<file path="config.mk">
export PLATFORM = sky130hd
export DESIGN_NAME = median3_stream_ctrl
export DESIGN_NICKNAME = d
export VERILOG_FILES = /design/src/rtl/median3_stream_ctrl.sv
export SDC_FILE = /design/constraint.sdc
export NUM_CORES = 1
export LEC_CHECK = 0
export ABC_AREA = 1
export ABC_CLOCK_PERIOD_IN_PS = 3300
export BUFFER_PORTS_ARGS = -buffer_cell sky130_fd_sc_hd__buf_4
export CAP_MARGIN = 20
export CELL_PAD_IN_SITES_DETAIL_PLACEMENT = 1
export CELL_PAD_IN_SITES_GLOBAL_PLACEMENT = 2
export CORE_ASPECT_RATIO = 0.75
export CORE_MARGIN = 1.5
export CORE_UTILIZATION = 36
export CTS_CLUSTER_SIZE = 8
export DETAILED_ROUTE_END_ITERATION = 10
export PLACE_DENSITY_LB_ADDON = 0.1
export SLEW_MARGIN = 20
export SYNTH_ARGS = -nofsm -noshare
export SYNTH_HDL_FRONTEND = slang
export SYNTH_SLANG_ARGS = --single-unit
</file>
<file path="constraint.sdc">
create_clock -name clk -period 3.3 [get_ports clk]
set_input_delay 0.66 -clock clk [delete_from_list [all_inputs] [get_ports clk]]
set_output_delay 0.66 -clock clk [all_outputs]
set_load 0.05 [all_outputs]
</file>
<file path="src/rtl/median3_stream_ctrl.sv">
// Streaming 3-tap median filter: a 3-deep sliding window feeds one shared
// min/max comparator that is sequenced over three compare steps per output.
module median3_stream_ctrl #(
  parameter int WIDTH = 4,
  parameter int CNT_W = 8
) (
  input  logic             clk,
  input  logic             rst_n,
  input  logic             clear,
  input  logic             in_valid,
  input  logic [WIDTH-1:0] in_data,
  output logic             in_ready,
  output logic             out_valid,
  input  logic             out_ready,
  output logic [WIDTH-1:0] out_median,
  output logic [CNT_W-1:0] out_count,
  output logic             busy
);

  typedef enum logic [2:0] {IDLE, CMP1, CMP2, CMP3, OUT} state_t;

  state_t           state, state_nxt;
  logic [WIDTH-1:0] w0, w1, w2;
  logic [WIDTH-1:0] t1_min, t1_max, t2_min;
  logic [WIDTH-1:0] cmp_a, cmp_b, cmp_lo, cmp_hi;
  logic [1:0]       fill, fill_inc;
  logic             accept, deliver;

  // Equal operands return A on both outputs.
  function automatic logic [WIDTH-1:0] cmp_min(input logic [WIDTH-1:0] a,
                                               input logic [WIDTH-1:0] b);
    return (b < a) ? b : a;
  endfunction

  function automatic logic [WIDTH-1:0] cmp_max(input logic [WIDTH-1:0] a,
                                               input logic [WIDTH-1:0] b);
    return (b > a) ? b : a;
  endfunction

  assign in_ready  = (state == IDLE) && !clear;
  assign accept    = in_valid && in_ready;
  assign deliver   = (state == OUT) && out_ready && !clear;
  assign fill_inc  = (fill == 2'd3) ? 2'd3 : fill + 2'd1;
  assign out_valid = (state == OUT);
  assign busy      = (state != IDLE);
  assign cmp_lo    = cmp_min(cmp_a, cmp_b);
  assign cmp_hi    = cmp_max(cmp_a, cmp_b);

  // median = max(min(w0,w1), min(max(w0,w1), w2))
  always_comb begin
    cmp_a = '0;
    cmp_b = '0;
    case (state)
      CMP1: begin cmp_a = w0;     cmp_b = w1;     end
      CMP2: begin cmp_a = t1_max; cmp_b = w2;     end
      CMP3: begin cmp_a = t1_min; cmp_b = t2_min; end
      default: ;
    endcase
  end

  always_comb begin
    state_nxt = state;
    if (clear) begin
      state_nxt = IDLE;
    end else begin
      case (state)
        IDLE:    if (accept && fill_inc == 2'd3) state_nxt = CMP1;
        CMP1:    state_nxt = CMP2;
        CMP2:    state_nxt = CMP3;
        CMP3:    state_nxt = OUT;
        OUT:     if (out_ready) state_nxt = IDLE;
        default: state_nxt = IDLE;
      endcase
    end
  end

  always_ff @(posedge clk or negedge rst_n) begin
    if (!rst_n) begin
      state      <= IDLE;
      fill       <= 2'd0;
      w0         <= '0;
      w1         <= '0;
      w2         <= '0;
      t1_min     <= '0;
      t1_max     <= '0;
      t2_min     <= '0;
      out_median <= '0;
      out_count  <= '0;
    end else begin
      state <= state_nxt;
      if (clear) begin
        fill      <= 2'd0;
        out_count <= '0;
      end else begin
        if (accept) begin
          w0   <= w1;
          w1   <= w2;
          w2   <= in_data;
          fill <= fill_inc;
        end
        if (state == CMP1) begin
          t1_min <= cmp_lo;
          t1_max <= cmp_hi;
        end
        if (state == CMP2) t2_min <= cmp_lo;
        if (state == CMP3) out_median <= cmp_hi;
        if (deliver) out_count <= out_count + CNT_W'(1);
      end
    end
  end

endmodule
</file>
==> results.md <==
- PD cells: 729 mW/mm²
- Sw Ratio: 41.7%
- Combinational fraction of design power: 37.4%
- Tmin final: 2.74 ns
- CTS max path bufs: 2
- Die X: 93.7 µm
- Drt wl/cell: 15.0 µm
- Syn nets: 312
- PortBufs: 23
- TritonCTS clock tree: yes
- Antenna violations before repair: 0
- Num Clock Sinks: 41
- First-pass GRT wire length: 10400 µm
- Clock skew: 0.00853 ns
- Clk pin slew, worst setup/hold paths: 0.08 ns
- Worst setup margin: 0.561 ns
- Seq cells post-synth: 41
- Worst-margin pin slew: 0.720 ns
- Dpl ws: 0.611 ns
- Vias in the first global route: 2103
- Cell count after synthesis: 298
- Final setup fails: 0
- Switching power: 784 µW
- GPL Wtd Cong: 0.838
- Synth warn: 0
- Drt first-iter violations: 101
- RSZ-0062 raised after global routing: false
- Row count: 24
- Antenna Diode Count: 0
- Area of the core: 0.00589 mm²
- Mapped Area: 0.00222 mm²
- Die area: 0.00666 mm²
- Final wirelength: 6040 µm
- Seq/Total Area, Yosys: 46.2%
- Largest net degree at the start of global routing: 42
- Share of cells above drive strength 1: 13.9%
- Clock Latency Late Sink: 0.30 ns
- DP HPWL: 4500 µm
- Crit share post-route: 83.0%
- Most frequent cells in the layout: nand2_1, dfrtp_1, inv_1, nand3_1, buf_4
- Worst VDD drop: 0.000289 V
- Remaining antenna violation count: 0
- Vias/cell: 5.02
- Max cap viols: 0
- CP max FO: 18
- Ports: 24
- CP Data Arrival Time: 2.92 ns
- Die height: 71.0 µm
- Crit path kind: flip-flop to flip-flop
- Seq pwr share: 39.8%
- Final core occ: 43.9%
- Max Slew Vio Count: 0
- Startpoint type of the worst setup path: flip-flop
- CTS Buf Count: 5
- DRC viols: 0
- FF/Latch Area: 0.00103 mm²
- Multi-input gate area: 0.00101 mm²
- Setup crit end kind: flip-flop
- Cell internal pwr: 1.10 mW
- # resized after CTS: 0
- Worst hold-check path type: input port to async pin
- Max Clk Rate: 0.365 GHz
- Starting Density: 37.8%
- Setup TNS Final: 0 ns
- Layout net count: 337
- Remaining Overflow, GRT: 0
- Max-slew headroom: 52.0%
- Commonest non-fill, non-tap cell in the layout: nand2_1
- Post CTS Setup Buffer Count: 0
- Netlist cell types: 23
- Status: complete, no violations
- Total power: 1.88 mW
- Fillers: 768
- First-pass DRT Iterations: 4
- Avg Cell Area, Syn: 7.46 µm²
- Via count: 2017
- Required time worst endpoint: 3.48 ns
- CTS root buffer: clkbuf_8
- Area growth from synthesis to layout: 16.2%
- Clock power share: 22.8%
- Total Routing Usage GR: 20.4%
- Lkg Pwr: 1.38 nW
- Final hold violations: 0
- H-Tree Depth: 2
- Hold Buf Count CTS: 0
[flip-flops by register name, indices dropped and copies added, names as in the netlist]
signal,cells
w1,4
w0,4
fill,2
t1_max,4
out_median,4
state,3
t2_min,4
t1_min,4
w2,4
out_count,8
[layer usage]
| metal | vias to the layer above | share of wire [%] | track usage [%] | routed length, µm |
|---|---|---|---|---|
| met5 | - | 0 | 0 | 0 |
| li1 | 1015 | - | - | - |
| met4 | 0 | 0.63 | 4.48 | 38 |
| met2 | 23 | 44 | 31.6 | 2660 |
| met1 | 975 | 53 | 29.7 | 3180 |
| met3 | 4 | 2.7 | 3.87 | 166 |
[through the flow]
| step | cell area, µm² | hold WS, ns | instances |
|---|---|---|---|
| final | 2580 | 0.332 | 402 |
| after global routing | 2580 | 0.384 | 402 |
| after CTS | 2580 | 0.369 | 402 |
| after detailed placement | 2460 | 0.470 | 394 |
| after global placement | 2460 | 0.463 | 394 |
| after floorplan | 2220 | 0.364 | 298 |
[worst paths after layout]
kind,startpoint,cells past startpoint,slack [ns],end
min in group clk,w1[3]$_DFFE_PN0P_,2,0.49,w0[3]$_DFFE_PN0P_
max reg2reg,state[0]$_DFFE_PN0P_,12,0.56,t1_max[0]$_DFFE_PN0P_
min reg2reg,w1[3]$_DFFE_PN0P_,2,0.49,w0[3]$_DFFE_PN0P_
max,state[0]$_DFFE_PN0P_,12,0.56,t1_max[0]$_DFFE_PN0P_
max in group asynchronous,rst_n,1,2.57,t2_min[3]$_DFFE_PN0P_
min,rst_n,1,0.33,out_count[6]$_DFFE_PN0P_
[worst max-delay path, stage by stage (launching register included)]
cell	delay, ns
dfrtp_1	0.81
nor2_4	0.18
nand3_1	0.12
nand2_1	0.06
nor2_1	0.17
inv_1	0.07
ha_1	0.31
a21oi_1	0.25
nand2_1	0.18
nand2_1	0.20
nand2_1	0.10
nand3_1	0.13
nand2_1	0.06
[power groups by stage]
stage                     clock network [mW]  logic, mW  registers, mW
after floorplan                            0      0.464          0.778
after global placement                     0      0.700          0.759
after detailed placement                   0      0.710          0.756
after CTS                              0.438      0.711          0.749
after global routing                   0.461      0.821          0.764
final                                  0.428      0.704          0.749
[synthesized netlist by cell type]
| cell type | n | share of area, % |
|---|---|---|
| nand4_1 | 21 | 5.9 |
| buf_6 | 1 | 0.51 |
| o21ai_0 | 14 | 3.2 |
| inv_1 | 32 | 5.4 |
| buf_2 | 4 | 0.90 |
| a21oi_1 | 6 | 1.4 |
| nor3_2 | 1 | 0.45 |
| clkbuf_1 | 1 | 0.17 |
| nand2_1 | 105 | 18 |
| nor3_1 | 1 | 0.23 |
| inv_2 | 4 | 0.68 |
| o21ai_1 | 2 | 0.45 |
| nor2_4 | 1 | 0.51 |
| nor2_1 | 18 | 3.0 |
| nor3_4 | 1 | 0.73 |
| dfrtp_1 | 41 | 46 |
| nand2_2 | 2 | 0.56 |
| nor2_2 | 2 | 0.56 |
| nand3_2 | 1 | 0.45 |
| o21a_1 | 1 | 0.34 |
| ha_1 | 5 | 2.8 |
| buf_4 | 2 | 0.68 |
| nand3_1 | 32 | 7.2 |
[cell type report]
type	instances	area share (%)
clock buffer	7	3.34
clock inverter	1	1.16
tap	78	3.78
multi-input combinational	213	39.2
sequential	41	39.7
timing repair buffer	26	7.56
inverter	36	5.24
[logic make-up (layout without fill, tap and decap cells)]
group	after synthesis	after routing	share of synthesized area (%)
and+or+nand+nor	185	185	37.4
adders and majority gates	5	5	2.82
buffers and inverters	44	70	8.33
AOI/OAI and AO/OA	23	23	5.29
DFF	41	41	46.2
(Power assumes the default switching activity.)
